--- config.mk ---
export PLATFORM = sky130hd
export DESIGN_NAME = opb_register_bank_simulink2ppc
export DESIGN_NICKNAME = d
export VERILOG_FILES = /design/src/rtl/opb_regbank_pkg.sv /design/src/rtl/opb_slave_if.sv /design/src/rtl/opb_register_bank_simulink2ppc.sv
export SDC_FILE = /design/constraint.sdc
export NUM_CORES = 1
export LEC_CHECK = 0
export CAP_MARGIN = 20
export CORE_UTILIZATION = 47
export DETAILED_ROUTE_END_ITERATION = 8
export GPL_ROUTABILITY_DRIVEN = 0
export PLACE_DENSITY = 0.71
export SLEW_MARGIN = 20
export SYNTH_ARGS = -nofsm -noshare
export SYNTH_HDL_FRONTEND = slang
export SYNTH_SLANG_ARGS = --single-unit
--- constraint.sdc ---
create_clock -name OPB_Clk -period 8.7 [get_ports OPB_Clk]
set_clock_uncertainty 0.05 [all_clocks]
set_input_delay 2.175 -clock OPB_Clk [delete_from_list [all_inputs] [get_ports OPB_Clk]]
set_output_delay 2.175 -clock OPB_Clk [all_outputs]
set_load 0.1 [all_outputs]
--- src/rtl/opb_regbank_pkg.sv ---
// Shared register map, CTRL bit positions, bus FSM states and a byte-lane helper
// for the OPB register bank.
package opb_regbank_pkg;

    localparam logic [31:0] OFF_CTRL       = 32'h0000_0000;
    localparam logic [31:0] OFF_STATUS     = 32'h0000_0004;
    localparam logic [31:0] OFF_DATA_BASE  = 32'h0000_0008;
    localparam logic [31:0] OFF_COUNT_BASE = 32'h0000_0080;

    localparam int CTRL_SNAP_MODE_BIT = 0;
    localparam int CTRL_SNAP_TRIG_BIT = 1;

    typedef enum logic [1:0] {
        ST_IDLE = 2'd0,
        ST_ACK  = 2'd1,
        ST_WAIT = 2'd2
    } bus_state_e;

    // be[0] enables bits 7:0, be[3] enables bits 31:24 (LSB-0 view of OPB_BE).
    function automatic logic [31:0] be_to_mask(input logic [3:0] be);
        logic [31:0] mask;
        mask = 32'h0000_0000;
        for (int lane = 0; lane < 4; lane++) begin
            mask[lane*8 +: 8] = {8{be[lane]}};
        end
        return mask;
    endfunction

endpackage

--- src/rtl/opb_slave_if.sv ---
// OPB slave address decode and single-beat transfer FSM (IDLE -> ACK -> WAIT);
// latches the transfer at decode and presents a one-cycle write strobe in ACK.
module opb_slave_if
    import opb_regbank_pkg::*;
#(
    parameter logic [31:0] C_BASEADDR = 32'h0110_0000,
    parameter logic [31:0] C_HIGHADDR = 32'h0110_00FF
) (
    input  logic        i_clk,
    input  logic        i_rst,
    input  logic [31:0] i_abus,
    input  logic [31:0] i_dbus,
    input  logic [3:0]  i_be,
    input  logic        i_rnw,
    input  logic        i_select,
    input  logic [31:0] i_rdata,
    output logic [31:0] o_rd_offset,
    output logic        o_wr_en,
    output logic [31:0] o_wr_offset,
    output logic [31:0] o_wr_data,
    output logic [3:0]  o_wr_be,
    output logic        o_xfer_ack,
    output logic [31:0] o_dbus
);

    bus_state_e  r_state;
    bus_state_e  w_state_nxt;
    logic        w_hit;
    logic        w_start;
    logic        r_ack;
    logic [31:0] r_dbus;
    logic [31:0] r_offset;
    logic [31:0] r_wdata;
    logic [3:0]  r_be;
    logic        r_rnw;

    assign w_hit       = i_select && (i_abus >= C_BASEADDR) && (i_abus <= C_HIGHADDR);
    assign w_start     = (r_state == ST_IDLE) && w_hit;
    assign o_rd_offset = i_abus - C_BASEADDR;

    // State register.
    always_ff @(posedge i_clk) begin
        if (i_rst) begin
            r_state <= ST_IDLE;
        end else begin
            r_state <= w_state_nxt;
        end
    end

    // Next-state decode; WAIT holds until the master releases select.
    always_comb begin
        w_state_nxt = r_state;
        case (r_state)
            ST_IDLE: begin
                if (w_hit) begin
                    w_state_nxt = ST_ACK;
                end else begin
                    w_state_nxt = ST_IDLE;
                end
            end
            ST_ACK: begin
                w_state_nxt = ST_WAIT;
            end
            ST_WAIT: begin
                if (!i_select) begin
                    w_state_nxt = ST_IDLE;
                end else begin
                    w_state_nxt = ST_WAIT;
                end
            end
            default: begin
                w_state_nxt = ST_IDLE;
            end
        endcase
    end

    // Registered ack/read data and the transfer latched at decode.
    always_ff @(posedge i_clk) begin
        if (i_rst) begin
            r_ack    <= 1'b0;
            r_dbus   <= 32'h0000_0000;
            r_offset <= 32'h0000_0000;
            r_wdata  <= 32'h0000_0000;
            r_be     <= 4'h0;
            r_rnw    <= 1'b1;
        end else begin
            r_ack  <= w_start;
            r_dbus <= (w_start && i_rnw) ? i_rdata : 32'h0000_0000;
            if (w_start) begin
                r_offset <= o_rd_offset;
                r_wdata  <= i_dbus;
                r_be     <= i_be;
                r_rnw    <= i_rnw;
            end
        end
    end

    assign o_wr_en     = (r_state == ST_ACK) && !r_rnw;
    assign o_wr_offset = r_offset;
    assign o_wr_data   = r_wdata;
    assign o_wr_be     = r_be;

    // A reset arriving during ACK must suppress the ack and data in that same cycle.
    assign o_xfer_ack = r_ack && !i_rst;
    assign o_dbus     = r_dbus & {32{!i_rst}};

endmodule

--- src/rtl/opb_register_bank_simulink2ppc.sv ---
// OPB register bank: per-channel live/shadow capture with snapshot, W1C status.
// Optional per-channel update counters are built when OPB_REGBANK_UPDCNT_EN is defined.
module opb_register_bank_simulink2ppc
    import opb_regbank_pkg::*;
#(
    parameter logic [31:0] C_BASEADDR   = 32'h0110_0000,
    parameter logic [31:0] C_HIGHADDR   = 32'h0110_00FF,
    parameter int          C_NUM_CH     = 4,
    parameter int          C_DATA_WIDTH = 32,
    parameter int          C_OPB_AWIDTH = 32,
    parameter int          C_OPB_DWIDTH = 32,
    parameter string       C_FAMILY     = "virtex6"
) (
    input  logic                               OPB_Clk,
    input  logic                               OPB_Rst,
    input  logic [0:C_OPB_AWIDTH-1]            OPB_ABus,
    input  logic [0:C_OPB_DWIDTH/8-1]          OPB_BE,
    input  logic [0:C_OPB_DWIDTH-1]            OPB_DBus,
    input  logic                               OPB_RNW,
    input  logic                               OPB_select,
    input  logic                               OPB_seqAddr,
    output logic [0:C_OPB_DWIDTH-1]            Sl_DBus,
    output logic                               Sl_xferAck,
    output logic                               Sl_errAck,
    output logic                               Sl_retry,
    output logic                               Sl_toutSup,
    input  logic [C_NUM_CH*C_DATA_WIDTH-1:0]   user_data_in,
    input  logic [C_NUM_CH-1:0]                user_valid,
    input  logic                               user_snap,
    output logic                               snap_done
);

    if (C_NUM_CH < 1 || C_NUM_CH > 16 || C_DATA_WIDTH < 1 || C_DATA_WIDTH > 32 ||
        C_OPB_AWIDTH != 32 || C_OPB_DWIDTH != 32 || C_HIGHADDR < C_BASEADDR ||
        C_FAMILY == "") begin : g_bad_cfg
        $error("opb_register_bank_simulink2ppc: unsupported parameter set");
    end

    logic [31:0]         w_abus;
    logic [31:0]         w_dbus_in;
    logic [3:0]          w_be_in;
    logic [31:0]         w_rd_offset;
    logic [31:0]         w_rdata;
    logic                w_wr_en;
    logic [31:0]         w_wr_offset;
    logic [31:0]         w_wr_data;
    logic [3:0]          w_wr_be;
    logic [31:0]         w_wr_mask;
    logic [31:0]         w_sl_dbus;
    logic                w_wr_ctrl;
    logic                w_wr_status;
    logic                w_snap_trig;
    logic                w_snap;
    logic [C_NUM_CH-1:0] w_status_clr;
    logic [31:0]         w_new_data [C_NUM_CH];
    logic                w_unused_ok;

    logic                r_snap_mode;
    logic [C_NUM_CH-1:0] r_status;
    logic                r_snap_done;
    logic [31:0]         r_live   [C_NUM_CH];
    logic [31:0]         r_shadow [C_NUM_CH];

    // OPB numbers bit 0 as MSB; positional assignment yields the LSB-0 value.
    assign w_abus    = OPB_ABus;
    assign w_dbus_in = OPB_DBus;
    assign w_be_in   = OPB_BE;

    opb_slave_if #(
        .C_BASEADDR (C_BASEADDR),
        .C_HIGHADDR (C_HIGHADDR)
    ) u_slave_if (
        .i_clk       (OPB_Clk),
        .i_rst       (OPB_Rst),
        .i_abus      (w_abus),
        .i_dbus      (w_dbus_in),
        .i_be        (w_be_in),
        .i_rnw       (OPB_RNW),
        .i_select    (OPB_select),
        .i_rdata     (w_rdata),
        .o_rd_offset (w_rd_offset),
        .o_wr_en     (w_wr_en),
        .o_wr_offset (w_wr_offset),
        .o_wr_data   (w_wr_data),
        .o_wr_be     (w_wr_be),
        .o_xfer_ack  (Sl_xferAck),
        .o_dbus      (w_sl_dbus)
    );

    assign Sl_DBus    = w_sl_dbus;
    assign Sl_errAck  = 1'b0;
    assign Sl_retry   = 1'b0;
    assign Sl_toutSup = 1'b0;
    assign snap_done  = r_snap_done;

    assign w_wr_mask    = be_to_mask(w_wr_be);
    assign w_wr_ctrl    = w_wr_en && (w_wr_offset == OFF_CTRL);
    assign w_wr_status  = w_wr_en && (w_wr_offset == OFF_STATUS);
    assign w_snap_trig  = w_wr_ctrl && w_wr_mask[CTRL_SNAP_TRIG_BIT] && w_wr_data[CTRL_SNAP_TRIG_BIT];
    assign w_snap       = w_snap_trig || user_snap;
    assign w_status_clr = w_wr_status ? (w_wr_data[C_NUM_CH-1:0] & w_wr_mask[C_NUM_CH-1:0])
                                      : {C_NUM_CH{1'b0}};

    // Zero-extend each channel slice to a full register word.
    always_comb begin
        for (int ch = 0; ch < C_NUM_CH; ch++) begin
            w_new_data[ch] = 32'h0000_0000;
            w_new_data[ch][C_DATA_WIDTH-1:0] = user_data_in[ch*C_DATA_WIDTH +: C_DATA_WIDTH];
        end
    end

    // CTRL.SNAP_MODE; SNAP_TRIG is a write-only strobe and has no storage.
    always_ff @(posedge OPB_Clk) begin
        if (OPB_Rst) begin
            r_snap_mode <= 1'b0;
        end else if (w_wr_ctrl && w_wr_mask[CTRL_SNAP_MODE_BIT]) begin
            r_snap_mode <= w_wr_data[CTRL_SNAP_MODE_BIT];
        end
    end

    // Live capture and shadow snapshot; a same-cycle update lands in the snapshot.
    always_ff @(posedge OPB_Clk) begin
        if (OPB_Rst) begin
            for (int ch = 0; ch < C_NUM_CH; ch++) begin
                r_live[ch]   <= 32'h0000_0000;
                r_shadow[ch] <= 32'h0000_0000;
            end
        end else begin
            for (int ch = 0; ch < C_NUM_CH; ch++) begin
                if (user_valid[ch]) begin
                    r_live[ch] <= w_new_data[ch];
                end
                if (w_snap) begin
                    r_shadow[ch] <= user_valid[ch] ? w_new_data[ch] : r_live[ch];
                end
            end
        end
    end

    // W1C status with set priority, and the snapshot completion pulse.
    always_ff @(posedge OPB_Clk) begin
        if (OPB_Rst) begin
            r_status    <= {C_NUM_CH{1'b0}};
            r_snap_done <= 1'b0;
        end else begin
            r_status    <= user_valid | (r_status & ~w_status_clr);
            r_snap_done <= w_snap;
        end
    end

`ifdef OPB_REGBANK_UPDCNT_EN
    logic [31:0] r_count [C_NUM_CH];

    // Saturating update counters; any write to a counter clears it.
    always_ff @(posedge OPB_Clk) begin
        if (OPB_Rst) begin
            for (int ch = 0; ch < C_NUM_CH; ch++) begin
                r_count[ch] <= 32'h0000_0000;
            end
        end else begin
            for (int ch = 0; ch < C_NUM_CH; ch++) begin
                if (w_wr_en && (w_wr_offset == OFF_COUNT_BASE + 32'(4 * ch))) begin
                    r_count[ch] <= 32'h0000_0000;
                end else if (user_valid[ch] && (r_count[ch] != 32'hFFFF_FFFF)) begin
                    r_count[ch] <= r_count[ch] + 32'd1;
                end
            end
        end
    end
`endif

    // Read mux on the live bus address; unmapped offsets return zero.
    always_comb begin
        w_rdata = 32'h0000_0000;
        if (w_rd_offset == OFF_CTRL) begin
            w_rdata[CTRL_SNAP_MODE_BIT] = r_snap_mode;
        end else if (w_rd_offset == OFF_STATUS) begin
            w_rdata[C_NUM_CH-1:0] = r_status;
        end else begin
            for (int ch = 0; ch < C_NUM_CH; ch++) begin
                w_rdata = (w_rd_offset == OFF_DATA_BASE + 32'(4 * ch))
                        ? (r_snap_mode ? r_shadow[ch] : r_live[ch]) : w_rdata;
            end
`ifdef OPB_REGBANK_UPDCNT_EN
            for (int ch = 0; ch < C_NUM_CH; ch++) begin
                w_rdata = (w_rd_offset == OFF_COUNT_BASE + 32'(4 * ch)) ? r_count[ch] : w_rdata;
            end
`endif
        end
    end

    assign w_unused_ok = ^{OPB_seqAddr, w_wr_data, w_wr_mask};

endmodule

After elaboration in Yosys (flattened, before gate mapping)

Memory sizes are Yosys's and may differ from the RTL's.
Cells that the tools add are included.

Flip-flop bits (word level): 79
Bits in writable memories: 256
Bits of input ports: 206
Output and inout bits: 37
Word-level logic and storage cells: 101
Memories: 2

Memories:

| memory   | depth | width | rd ports | clocked after memory_dff | wr ports | line                                 | source |
|---|---|---|---|---|---|---|---|
| r_live   | 4     | 32    | 4        | 0                        | 4        | opb_register_bank_simulink2ppc.sv:61 | `logic [31:0] r_live [C_NUM_CH];` |
| r_shadow | 4     | 32    | 4        | 0                        | 4        | opb_register_bank_simulink2ppc.sv:62 | `logic [31:0] r_shadow [C_NUM_CH];` |

$add $sub $neg: 1
Order comparisons: 2
Equal/unequal tests: 8
Mux-type cells: 43
Bitwise logic cells: 14
Reductions and logical operators: 19

Operator list:

| operator                 | number |
|---|---|
| $mux W32                 | 20 |
| $eq A32 B3 Y1 const B    | 2 |
| $eq A32 B4 Y1 const B    | 2 |
| $eq A32 B5 Y1 const B    | 2 |
| $logic_not A32 Y1        | 2 |
| $and A32 B32 Y32         | 1 |
| $ge A32 B25 Y1 const B   | 1 |
| $le A32 B25 Y1 const B   | 1 |
| $sub A32 B25 Y32 const B | 1 |
| $mux W1                  | 19 |
| $logic_and A1 B1 Y1      | 10 |
| $and A4 B4 Y4            | 2 |
| $mux W4                  | 2 |
| $or A1 B1 Y1             | 8 |
| $pmux W2 S3              | 1 |
| $not A4 Y4               | 1 |
| $or A4 B4 Y4             | 1 |
| $reduce_or A4 Y1         | 1 |
| $reduce_or A3 Y1         | 1 |
| $eq A2 B1 Y1 const B     | 1 |
| $eq A2 B2 Y1 const B     | 1 |
| $logic_not A1 Y1         | 2 |
| $logic_not A2 Y1         | 1 |
| $mux W2                  | 1 |
| 3 further kinds          | 3 |

Longest topological paths before layout

Word-level depth: 10
Gate-level depth with buffers: 9
Mapped depth without buffers: 7

By module

From an unflattened synthesis, not the netlist that was laid out.

Cells, all modules: 1686
Area, all modules: 18119.9 um^2

By module, submodules not included:

| module                         | times used | cells an instance | area each (um^2) | seq. area each (um^2) |
|---|---|---|---|---|
| opb_register_bank_simulink2ppc | 1          | 1179              | 13521.7          | 7807.5 |
| opb_slave_if                   | 1          | 507               | 4598.2           | 2082.0 |

Worst setup path after synthesis

OpenSTA, ideal clock, no wires.

Kind: input -> register
From: input OPB_Rst
To: memory r_shadow[0][0] (enable)
Setup time: 1117 ps
Arrival: 5269 ps
Data required time: 7533 ps
Slack: 2264 ps
Cell stages on the path: 6
Cells stage by stage: clkbuf_1 inv_1 clkbuf_1 buf_1 clkbuf_1 nand2_1

RTL lines:

| what        | line                                 | source |
|---|---|---|
| from (decl) | opb_register_bank_simulink2ppc.sv:15 | `input logic OPB_Rst,` |
| to (decl)   | opb_register_bank_simulink2ppc.sv:62 |  |

Final worst setup path

From: input OPB_Rst
To: output Sl_DBus[29] (netlist bit)

Word-level cells in the longest chain between the ends: 2

RTL lines:

| what             | line                                 | source |
|---|---|---|
| $logic_not A1 Y1 | opb_slave_if.sv:105                  | `assign o_dbus = r_dbus & {32{!i_rst}};` |
| $and A32 B32 Y32 | opb_slave_if.sv:105                  |  |
| to (decl)        | opb_register_bank_simulink2ppc.sv:22 | `output logic [0:C_OPB_DWIDTH-1] Sl_DBus,` |

Every way passes these cells.

==> results.cfg <==
[run_status]
outcome = finished, final reports clean

[layout]
syn2layout_area_growth_pct = 21.6
fillers = 2799
layout.cells.non_filler = 1972
nets = 1704
drive_above_1_share_pct = 8.86
antenna-diode-count = 0
fin_area_mm2 = 0.0195

[critical_path]
crit_required_ns = 6.48
crit_fanout = 42
worstReg2RegEnd = r_shadow[3][10]
worstRegToRegCells = 6
critPathLaunchType = primary input
cp-end-kind = primary output
critPathKind = in -> out
r2r-start = u_slave_if.o_wr_offset[4]
arrival_ns = 4.26
rrSetupSlack_ns = 5.02

[detailed_routing]
drtIter0Drc = 1098
met3_wirelength_um = 2680
drt-met1-wl_um = 18700
vias = 11471
drcViolationCount = 0
wl_met2_um = 19500
post_drt_wl_per_cell_um = 21.2
routed.top_layer = met5
final_antenna_net_count = 0
wl_um = 41900
drt_pass1_iterations = 5
routed_via_density = 5.82

[floorplan]
std_cell_rows = 67
core_mm2 = 0.0335
die-height_um = 187
initial_core_util_pct = 47.8
io-pin-count = 243
die_x_um = 187
dieArea_mm2 = 0.0349

[clock_tree]
cts_buffers = 37
cts_setup_buffers = 0
cts_resized = 0
ctsHtreeMaxLevel = 2
clkTransAtPathRegs_ns = 0.06
clk_latency_ns = 0.52
cts_tree = built
cts_sinks = 335
cts-root-buf = clkbuf_16
hold_buffers = 0
cts_buffer_depth = 3

[yosys]
synthMuxAreaShare_pct = 14.5
ys_ff_latch = 335
synth-edff-count = 256
async_flop_share_pct = 0
yosys.area_share.simple_pct = 16.6
ys_types = 51
synth_top_family_by_area = simple AND/OR/NAND/NOR gates
synth_top_cell_by_area = edfxtp_1
synthXorXnorAreaFrac_pct = 0.164
synth_compound_area_share_pct = 7.23
synthCells = 1344
yosys_warnings = 0
syn_area_per_cell_um2 = 11.9
synth_adder_area_share_pct = 0.234
synth_area_leaders = edfxtp_1 (48%), mux2i_1 (12%), dfxtp_1 (9.9%)
syn_area_mm2 = 0.0160
synth_seq_area_share_pct = 57.8
synth_top_area_share_pct = 47.9
synthFlopType = edfxtp_1

[grt]
grt_max_degree = 111
grt_pass1_vias = 11047
track_usage_pct = 23.8
antenna_found_initial = 1
grt.overflow.total = 0
grt_pass1_wl_um = 64800

[timing]
period_share_pct = 74.5
period_minus_slack_ns = 6.48
finalSetupTns_ns = 0
maxSlewHeadroom_pct = 28.1
final_hold_viol_count = 0
setup_viol = 0
fmax_mhz = 154
rsz0062_at_grt = false
drv_slew = 0
worst_pin_slew_ns = 1.08

[hold_path]
hold_end = u_slave_if.o_wr_offset[23]
hold_path_class = reg -> reg
hold_depth = 1
min_from = u_slave_if.o_wr_offset[23]

[placed_design]
dp_hpwl_um = 26900
dp_cells = 1904
placed_area_mm2 = 0.0184
io_buffers = 207

[run]
max_cap_violations = 0

[power_and_ir_drop]
irDropWorstVdd_uv = 172
p_leak_nw = 7.46
power_density_mw_per_mm2 = 188
-- area by class of cell --
| type | count | area, µm² | share of cell area, % |
|---|---|---|---|
| clock inverters | 15 | 70.1 | 0.359 |
| multi-input cells | 875 | 6260 | 32.1 |
| clock buffers | 53 | 1060 | 5.42 |
| flip-flops and latches | 335 | 9270 | 47.5 |
| well taps | 448 | 561 | 2.87 |
| inverters | 16 | 61.3 | 0.314 |
| repair buffers | 230 | 2230 | 11.4 |
-- kinds of logic after synthesis --
group,count (synthesis)
multiplexers,225
adder cells (fa/ha/maj),3
other,1
AO/OA/AOI/OAI,158
flip-flops,335
AND/OR/NAND/NOR,483
buffers and inverters,136
XOR/XNOR,3
-- stage by stage --
stage	total power (W)	util, %	hold slack (ns)	worst slack (ns)
final	0.00366	58.2	0.416	2.22
after CTS	0.00369	58.2	0.419	2.20
after global placement	0.00222	54.8	0.398	2.27
after detailed placement	0.00223	54.8	0.402	2.20
after global routing	0.00378	58.2	0.433	2.09
after floorplan	0.00207	-	0.373	2.26
-- Yosys cell counts (9+ instances only) --
| cell | n |
|---|---|
| mux2i_1 | 190 |
| a21oi_1 | 34 |
| inv_1 | 14 |
| clkbuf_1 | 88 |
| and3_1 | 130 |
| a211oi_1 | 60 |
| mux2_2 | 32 |
| nor4_1 | 27 |
| buf_1 | 9 |
| nor4_2 | 13 |
| o21a_1 | 10 |
| edfxtp_1 | 256 |
| nor2_1 | 166 |
| nand4_1 | 9 |
| nor2b_1 | 89 |
| o32ai_1 | 29 |
| buf_2 | 20 |
| nand2_1 | 18 |
| dfxtp_1 | 79 |
-- routing by layer --
| metal | track usage (%) | vias up |
|---|---|---|
| li1 | - | 5360 |
| met5 | 0 | - |
| met3 | 3.61 | 69 |
| met2 | 37.3 | 450 |
| met1 | 34.2 | 5590 |
| met4 | 7.09 | 2 |
-- cells in the final DEF, fill, tap and decap left out, types with 3 or more instances in the layout --
master	instances
a211oi_1	60
a21oi_1	34
a311oi_1	4
a31oi_1	3
and3_1	130
buf_2	5
buf_4	22
clkbuf_1	11
clkbuf_16	39
clkbuf_8	3
clkdlybuf4s50_1	202
clkinv_1	7
clkinv_2	8
conb_1	3
dfxtp_1	78
edfxtp_1	256
ha_1	3
inv_1	13
mux2_2	32
mux2i_1	190
mux4_2	3
nand2_1	16
nand3_1	6
nand4_1	9
nor2_1	166
nor2b_1	89
nor3_1	6
nor4_1	27
nor4_2	13
nor4b_1	4
o21a_1	10
o221ai_1	3
o22ai_1	3
o32ai_1	29
or4_1	3
-- registers in the layout (all words and copies together), names as in the netlist, 2 cells and up --
name,cells
u_slave_if.o_wr_data,4
r_status,4
u_slave_if.o_wr_offset,32
r_live,128
r_shadow,128
u_slave_if.r_dbus,32
u_slave_if.r_state,2
-- power by group --
part	leakage [nW]	switching, W	internal (W)
Combinational	3.47	0.000177	0.000157
Clock	0.558	0.000620	0.000846
Sequential	3.43	0.0000363	0.00182
Total	7.46	0.000833	0.00283
-- worst max-delay path, stage by stage --
cell	delay (ns)
buf_2	0.44
buf_4	0.50
nor2b_1	0.13
clkdlybuf4s50_1	0.99
-- how the worst max path moves through the flow --
stage                     end  slack (ns)  startpoint  cells after the start
3_5_place_dp      Sl_DBus[29]        2.20     OPB_Rst                      4
6_report          Sl_DBus[29]        2.22     OPB_Rst                      4
5_1_grt           Sl_DBus[29]        2.09     OPB_Rst                      4
3_3_place_gp      Sl_DBus[29]        2.27     OPB_Rst                      4
4_1_cts           Sl_DBus[29]        2.20     OPB_Rst                      4
2_1_floorplan  r_shadow[0][0]        2.26     OPB_Rst                      6
No activity file was read; power rests on OpenSTA's default activity.
